<file path="src/rtl/id_pipe.sv">
// Instruction-decode stage: decodes RV32I LUI/AUIPC/OP-IMM/OP, reads and bypasses
// source operands, and holds the result in a valid/ready output register.
module id_pipe #(
  parameter  int unsigned XLEN      = 32,
  parameter  int unsigned REGADDR_W = 5,
  parameter  int unsigned FWD_EN    = 1,
  localparam int unsigned ALUOP_W   = 8,
  localparam int unsigned ALUSEL_W  = 3
) (
  input  logic                 clk,
  input  logic                 rst,
  input  logic                 flush,
  input  logic                 in_valid,
  output logic                 in_ready,
  input  logic [XLEN-1:0]      in_pc,
  input  logic [31:0]          in_inst,
  output logic [REGADDR_W-1:0] reg1_raddr_o,
  output logic [REGADDR_W-1:0] reg2_raddr_o,
  input  logic [XLEN-1:0]      reg1_rdata_i,
  input  logic [XLEN-1:0]      reg2_rdata_i,
  input  logic                 ex_we,
  input  logic                 ex_is_load,
  input  logic [REGADDR_W-1:0] ex_waddr,
  input  logic [XLEN-1:0]      ex_wdata,
  input  logic                 mem_we,
  input  logic [REGADDR_W-1:0] mem_waddr,
  input  logic [XLEN-1:0]      mem_wdata,
  output logic                 out_valid,
  input  logic                 out_ready,
  output logic [XLEN-1:0]      out_pc,
  output logic [XLEN-1:0]      out_op1,
  output logic [XLEN-1:0]      out_op2,
  output logic [ALUOP_W-1:0]   out_aluop,
  output logic [ALUSEL_W-1:0]  out_alusel,
  output logic [REGADDR_W-1:0] out_waddr,
  output logic                 out_we,
  output logic                 out_illegal
);

  localparam logic [ALUOP_W-1:0] EXE_NOP_OP  = 8'h00;
  localparam logic [ALUOP_W-1:0] EXE_ADD_OP  = 8'h20;
  localparam logic [ALUOP_W-1:0] EXE_SUB_OP  = 8'h22;
  localparam logic [ALUOP_W-1:0] EXE_AND_OP  = 8'h24;
  localparam logic [ALUOP_W-1:0] EXE_OR_OP   = 8'h25;
  localparam logic [ALUOP_W-1:0] EXE_XOR_OP  = 8'h26;
  localparam logic [ALUOP_W-1:0] EXE_SLT_OP  = 8'h2A;
  localparam logic [ALUOP_W-1:0] EXE_SLTU_OP = 8'h2B;
  localparam logic [ALUOP_W-1:0] EXE_SLL_OP  = 8'h7C;
  localparam logic [ALUOP_W-1:0] EXE_SRL_OP  = 8'h02;
  localparam logic [ALUOP_W-1:0] EXE_SRA_OP  = 8'h03;

  localparam logic [ALUSEL_W-1:0] EXE_RES_NOP        = 3'b000;
  localparam logic [ALUSEL_W-1:0] EXE_RES_LOGIC      = 3'b001;
  localparam logic [ALUSEL_W-1:0] EXE_RES_SHIFT      = 3'b010;
  localparam logic [ALUSEL_W-1:0] EXE_RES_ARITHMETIC = 3'b100;

  localparam logic [6:0] OPC_LUI   = 7'b0110111;
  localparam logic [6:0] OPC_AUIPC = 7'b0010111;
  localparam logic [6:0] OPC_OPIMM = 7'b0010011;
  localparam logic [6:0] OPC_OP    = 7'b0110011;
  localparam logic [6:0] F7_BASE   = 7'b0000000;
  localparam logic [6:0] F7_ALT    = 7'b0100000;

  typedef enum logic [1:0] {OP2_ZERO, OP2_REG, OP2_IMM, OP2_PC} op2_sel_e;

  logic [6:0]           opcode;
  logic [2:0]           funct3;
  logic [6:0]           funct7;
  logic [REGADDR_W-1:0] rd, rs1, rs2;
  logic [XLEN-1:0]      imm_u, imm_s, imm_z, imm_sh;

  assign opcode = in_inst[6:0];
  assign funct3 = in_inst[14:12];
  assign funct7 = in_inst[31:25];
  assign rd     = REGADDR_W'(in_inst[11:7]);
  assign rs1    = REGADDR_W'(in_inst[19:15]);
  assign rs2    = REGADDR_W'(in_inst[24:20]);
  assign imm_u  = XLEN'($signed({in_inst[31:12], 12'b0}));
  assign imm_s  = XLEN'($signed(in_inst[31:20]));
  assign imm_z  = XLEN'(in_inst[31:20]);
  assign imm_sh = XLEN'(in_inst[24:20]);

  logic                d_use1, d_use2, d_we, d_ill, d_op1_imm;
  logic [ALUOP_W-1:0]  d_aluop;
  logic [ALUSEL_W-1:0] d_alusel;
  logic [XLEN-1:0]     d_imm;
  op2_sel_e            d_op2_sel;

  // Instruction decode; an illegal encoding squashes every side effect
  always_comb begin
    d_use1    = 1'b0;
    d_use2    = 1'b0;
    d_we      = 1'b0;
    d_ill     = 1'b0;
    d_op1_imm = 1'b0;
    d_aluop   = EXE_NOP_OP;
    d_alusel  = EXE_RES_NOP;
    d_imm     = '0;
    d_op2_sel = OP2_ZERO;
    case (opcode)
      OPC_LUI: begin
        d_we = 1'b1; d_op1_imm = 1'b1; d_imm = imm_u;
        d_aluop = EXE_OR_OP; d_alusel = EXE_RES_LOGIC;
      end
      OPC_AUIPC: begin
        d_we = 1'b1; d_op1_imm = 1'b1; d_imm = imm_u; d_op2_sel = OP2_PC;
        d_aluop = EXE_ADD_OP; d_alusel = EXE_RES_ARITHMETIC;
      end
      OPC_OPIMM: begin
        d_use1 = 1'b1; d_we = 1'b1; d_op2_sel = OP2_IMM; d_imm = imm_s;
        case (funct3)
          3'b000: begin d_aluop = EXE_ADD_OP;  d_alusel = EXE_RES_ARITHMETIC; end
          3'b010: begin d_aluop = EXE_SLT_OP;  d_alusel = EXE_RES_ARITHMETIC; end
          3'b011: begin d_aluop = EXE_SLTU_OP; d_alusel = EXE_RES_ARITHMETIC; end
          3'b100: begin d_aluop = EXE_XOR_OP;  d_alusel = EXE_RES_LOGIC; d_imm = imm_z; end
          3'b110: begin d_aluop = EXE_OR_OP;   d_alusel = EXE_RES_LOGIC; d_imm = imm_z; end
          3'b111: begin d_aluop = EXE_AND_OP;  d_alusel = EXE_RES_LOGIC; d_imm = imm_z; end
          3'b001: begin
            d_imm = imm_sh; d_alusel = EXE_RES_SHIFT;
            if (funct7 == F7_BASE) d_aluop = EXE_SLL_OP;
            else                   d_ill = 1'b1;
          end
          default: begin
            d_imm = imm_sh; d_alusel = EXE_RES_SHIFT;
            if      (funct7 == F7_BASE) d_aluop = EXE_SRL_OP;
            else if (funct7 == F7_ALT)  d_aluop = EXE_SRA_OP;
            else                        d_ill = 1'b1;
          end
        endcase
      end
      OPC_OP: begin
        d_use1 = 1'b1; d_use2 = 1'b1; d_we = 1'b1; d_op2_sel = OP2_REG;
        if (funct7 == F7_BASE) begin
          case (funct3)
            3'b000:  begin d_aluop = EXE_ADD_OP;  d_alusel = EXE_RES_ARITHMETIC; end
            3'b001:  begin d_aluop = EXE_SLL_OP;  d_alusel = EXE_RES_SHIFT; end
            3'b010:  begin d_aluop = EXE_SLT_OP;  d_alusel = EXE_RES_ARITHMETIC; end
            3'b011:  begin d_aluop = EXE_SLTU_OP; d_alusel = EXE_RES_ARITHMETIC; end
            3'b100:  begin d_aluop = EXE_XOR_OP;  d_alusel = EXE_RES_LOGIC; end
            3'b101:  begin d_aluop = EXE_SRL_OP;  d_alusel = EXE_RES_SHIFT; end
            3'b110:  begin d_aluop = EXE_OR_OP;   d_alusel = EXE_RES_LOGIC; end
            default: begin d_aluop = EXE_AND_OP;  d_alusel = EXE_RES_LOGIC; end
          endcase
        end else if (funct7 == F7_ALT && funct3 == 3'b000) begin
          d_aluop = EXE_SUB_OP; d_alusel = EXE_RES_ARITHMETIC;
        end else if (funct7 == F7_ALT && funct3 == 3'b101) begin
          d_aluop = EXE_SRA_OP; d_alusel = EXE_RES_SHIFT;
        end else begin
          d_ill = 1'b1;
        end
      end
      default: d_ill = 1'b1;
    endcase
    if (d_ill) begin
      d_use1    = 1'b0;
      d_use2    = 1'b0;
      d_we      = 1'b0;
      d_op1_imm = 1'b0;
      d_aluop   = EXE_NOP_OP;
      d_alusel  = EXE_RES_NOP;
      d_op2_sel = OP2_ZERO;
    end
  end

  assign reg1_raddr_o = d_use1 ? rs1 : '0;
  assign reg2_raddr_o = d_use2 ? rs2 : '0;

  logic [XLEN-1:0] src1, src2, op1, op2;

  // Source operands: EX result beats MEM result beats regfile; x0 always reads zero
  always_comb begin
    src1 = '0;
    if (d_use1 && rs1 != '0) begin
      if (FWD_EN != 0 && ex_we && !ex_is_load && ex_waddr == rs1) src1 = ex_wdata;
      else if (FWD_EN != 0 && mem_we && mem_waddr == rs1)         src1 = mem_wdata;
      else                                                        src1 = reg1_rdata_i;
    end
  end

  always_comb begin
    src2 = '0;
    if (d_use2 && rs2 != '0) begin
      if (FWD_EN != 0 && ex_we && !ex_is_load && ex_waddr == rs2) src2 = ex_wdata;
      else if (FWD_EN != 0 && mem_we && mem_waddr == rs2)         src2 = mem_wdata;
      else                                                        src2 = reg2_rdata_i;
    end
  end

  always_comb begin
    op1 = d_op1_imm ? d_imm : src1;
    case (d_op2_sel)
      OP2_REG: op2 = src2;
      OP2_IMM: op2 = d_imm;
      OP2_PC:  op2 = in_pc;
      default: op2 = '0;
    endcase
  end

  logic hazard, accept;

  // A load in EX cannot be bypassed, so a dependent instruction must wait
  assign hazard = ex_is_load && ex_we && ex_waddr != '0 &&
                  ((d_use1 && ex_waddr == rs1) || (d_use2 && ex_waddr == rs2));
  assign in_ready = rst && !hazard && (!out_valid || out_ready);
  assign accept   = in_valid && in_ready && !flush;

  always_ff @(posedge clk or negedge rst) begin
    if (!rst) begin
      out_valid   <= 1'b0;
      out_pc      <= '0;
      out_op1     <= '0;
      out_op2     <= '0;
      out_aluop   <= EXE_NOP_OP;
      out_alusel  <= EXE_RES_NOP;
      out_waddr   <= '0;
      out_we      <= 1'b0;
      out_illegal <= 1'b0;
    end else if (flush) begin
      out_valid <= 1'b0;
    end else if (accept) begin
      out_valid   <= 1'b1;
      out_pc      <= in_pc;
      out_op1     <= op1;
      out_op2     <= op2;
      out_aluop   <= d_aluop;
      out_alusel  <= d_alusel;
      out_waddr   <= d_ill ? '0 : rd;
      out_we      <= d_we && rd != '0;
      out_illegal <= d_ill;
    end else if (out_ready) begin
      out_valid <= 1'b0;
    end
  end

endmodule

</file>
<file path="config.mk">
export PLATFORM = sky130hd
export DESIGN_NAME = id_pipe
export DESIGN_NICKNAME = d
export VERILOG_FILES = /design/src/rtl/id_pipe.sv
export SDC_FILE = /design/constraint.sdc
export NUM_CORES = 1
export LEC_CHECK = 0
export BUFFER_PORTS_ARGS = -buffer_cell sky130_fd_sc_hd__buf_2
export CAP_MARGIN = 30
export CORE_UTILIZATION = 45
export DETAILED_ROUTE_END_ITERATION = 6
export HOLD_SLACK_MARGIN = 0.08
export PLACE_DENSITY = 0.77
export SLEW_MARGIN = 15
export SYNTH_ARGS = -nofsm -noshare
export SYNTH_HDL_FRONTEND = slang
export SYNTH_SLANG_ARGS = --single-unit
</file>
<file path="constraint.sdc">
create_clock -name clk -period 6 [get_ports clk]
set_clock_uncertainty 0.1 [all_clocks]
set_input_delay 0.9 -clock clk [delete_from_list [all_inputs] [get_ports clk]]
set_output_delay 0.9 -clock clk [all_outputs]
set_load 0.02 [all_outputs]
</file>
==> key figures <==
Timing
  • Least-Margin Pin Slew: around 0.96 ns
  • Crit share post-route: 71.7%
  • Total negative slack: 0 ns
  • Final max-slew violation count: 0
  • Final hold violations: 0
  • Rel. slew slack: approximately 36%
  • Final setup fails: 0
  • Hold slack: roughly 0.4 ns
  • Fmax: ~230 MHz
  • Post-layout min period: between 4 and 5 ns
  • RSZ-0062 raised after global routing: false

CTS
  • Clock slew at reported path FFs: roughly 0.060 ns
  • CTS max path bufs: 2
  • H-tree lvl count: 4
  • Post-CTS Hold Buffers: 0
  • Root buf cell: clkbuf_16
  • Post-cts sizing count: 0
  • Post-CTS Setup Bufs: 0
  • CTS tree: built
  • Cts bufs inserted: 17
  • Worst skew pair latency: 0.41 ns
  • Sink Count: between 100 and 150

Worst setup path
  • Crit-path leading delay family: simple AND/OR/NAND/NOR gates
  • Critical Path End Type: primary output
  • CP Cell Sequence: buf_2 > nand2b_1 > a31oi_1 > o22ai_1 > o21ai_0 > nor2_1 > and2_1 > buf_2
  • WP data arrival: 3.30 ns
  • Crit Path Max Fanout: 13
  • Critical path's slowest cell: nor2_1
  • Critical path buffers and inverters: 2
  • Slowest stage delay, CP: just under 0.6 ns
  • Setup CP Type: primary input to primary output
  • Req. time, crit path: 5.00 ns
  • Critical Path Start Type: primary input
  • Crit path top cell by count: buf_2

GRT
  • First-pass GRT wire length: between 40,000 and 50,000 um
  • Met3 usage: between 6 and 7%
  • Met1 Resource Use GR: 40.7%
  • Total gr overflow: 0
  • All-Layer GR Usage: between 30% and 40%
  • Vias in the first global route: between 7,000 and 8,000
  • Largest net degree at the start of global routing: 68
  • Layer carrying the most global-route usage: met2
  • Antenna violations before repair: 2
  • Met2 Use GR: between 50 and 60%

Logic synthesis
  • Mapped cell area: approximately 7600 sq um
  • Most frequent cell after synthesis: dfrtp_1
  • Netlist cell types: 51
  • Mapped Nets: roughly 970
  • Post-synth EDFFs: 0
  • Synth top cells by count: 113 x dfrtp_1, 81 x nor2_1, 52 x nand2_1
  • Yosys warnings: 0
  • Mean area per synthesized cell: approximately 9.9 sq um
  • Gate Count Post-Synth: approximately 760
  • Asr flop ratio synth: between 90% and 100%
  • Largest area contributor in the netlist: dfrtp_1
  • Synth Flop Type: dfrtp_1
  • Top cell type's share of synthesized area: 37.4%
  • Seq cells post-synth: about 110
  • Sequential area share after synthesis: between 30% and 40%
  • Top post-synthesis cells by area: dfrtp_1 37%, mux2_4 10%, mux2i_1 5.2%, mux2_2 5.1%, a211oi_1 4.6%

Power
  • Max IR drop VDD: 0.195 mV
  • Pwr Density: ~240 nW/um^2
  • Power Total: ~2.4 mW
  • P_leak: 4.63 nW

Drt
  • WL per Instance: roughly 21 um
  • ANT nets after route: 0
  • Vias per Instance: around 6
  • DR pass1 iterations: 5
  • Drc violations: 0
  • Via count: roughly 7,600
  • Final wirelength: between 20,000 and 30,000 um
  • DRT iter0 DRCs: approximately 600

Cells and area
  • Area Overhead vs Synth: 31.9%
  • Layout net count: around 1,300
  • Filler cells: between 1,000 and 1,500
  • Share of layout cells above drive strength 1: between 40% and 50%
  • Core Util, Final: a little over 60%

Hold path
  • Worst Hold Class: register to register

Place
  • Post-DP HPWL: slightly above 20,000 um
  • Placer Congestion: 0.950
  • I/O Buffers: approximately 330

Status
  • Status: completed

Floorplan
  • Die area: around 17,000 sq um
  • Core ar.: between 15,000 and 20,000 sq um
  • Initial Util: 45.8%
  • Die Wd: between 100 and 150 um
  • Number of I/O pins: 336
  • Standard-cell row count: 47
  • Die Span Y: about 130 um

Run
  • Max cap viols: 0
-- registers in the layout, summed over array words and instances (netlist names) --
register     flops
out_aluop        6
out_alusel       3
out_illegal      1
out_op1         32
out_op2         32
out_pc          32
out_valid        1
out_waddr        5
out_we           1
-- cell usage in the layout (no fill, tap or decap), types with 32 or more instances in the layout --
master,n
a21oi_1,45
mux2_2,34
buf_2,333
a211oi_1,46
nor2_1,79
dfrtp_1,113
mux2i_1,39
mux2_4,51
o31ai_1,32
nand2_1,51
o21a_1,34
-- kinds of logic after synthesis --
logic type      count (synthesis)  share of synthesized area, %
simple gates                  196                          12.1
mux                           124                          20.3
compound gates                231                          22.6
xor+xnor                       22                          2.55
flops                         113                          37.4
other cells                     1                        0.0496
fa+ha+maj                       1                         0.165
buf+inv                        75                          4.83
-- power breakdown --
part	leakage, nW	switching (mW)	internal (mW)
clock network	0.275	0.382	0.608
registers	1.46	0.0364	0.835
logic	2.90	0.309	0.207
total	4.63	0.728	1.65
-- layout make-up --
type / count / area, sq um / area share (%)
inverter: 10 / 37.5 / 0.376
antenna: 2 / 5.00 / 0.0501
timing repair buffer: 348 / 1830 / 18.3
sequential: 113 / 2830 / 28.3
clock inverter: 14 / 143 / 1.43
clock buffer: 18 / 429 / 4.30
tap: 220 / 275 / 2.76
multi-input combinational: 575 / 4430 / 44.4
-- per-layer routing --
layer / up-vias / part of all wire, %
li1: 3418 / -
met1: 3645 / 40
met2: 482 / 48
met3: 63 / 8.4
met4: 0 / 3.3
met5: - / 0
-- worst paths after layout --
path	from	to	slack, ns	cells after the start
worst min register to register	out_pc[15]	out_pc[15]	0.40	1
max in group asynchronous	rst	out_op2[14]	4.27	3
worst max-delay path	in_inst[13]	reg1_raddr_o[2]	1.70	8
min in group asynchronous	rst	out_op2[10]	0.41	1
worst min-delay path	out_pc[15]	out_pc[15]	0.40	1
worst max register to register	out_valid	out_op2[3]	3.12	8
-- per-stage QoR --
stage / std cells / worst slack [ns] / cell area, sq um
after floorplan: 763 / 2.68 / 7570
after global placement: 1263 / 1.87 / 9340
after detailed placement: 1264 / 1.81 / 9360
after CTS: 1296 / 1.78 / 9940
after global routing: 1300 / 1.56 / 9980
final: 1300 / 1.70 / 9980
Power figures use the tool's default switching activity.
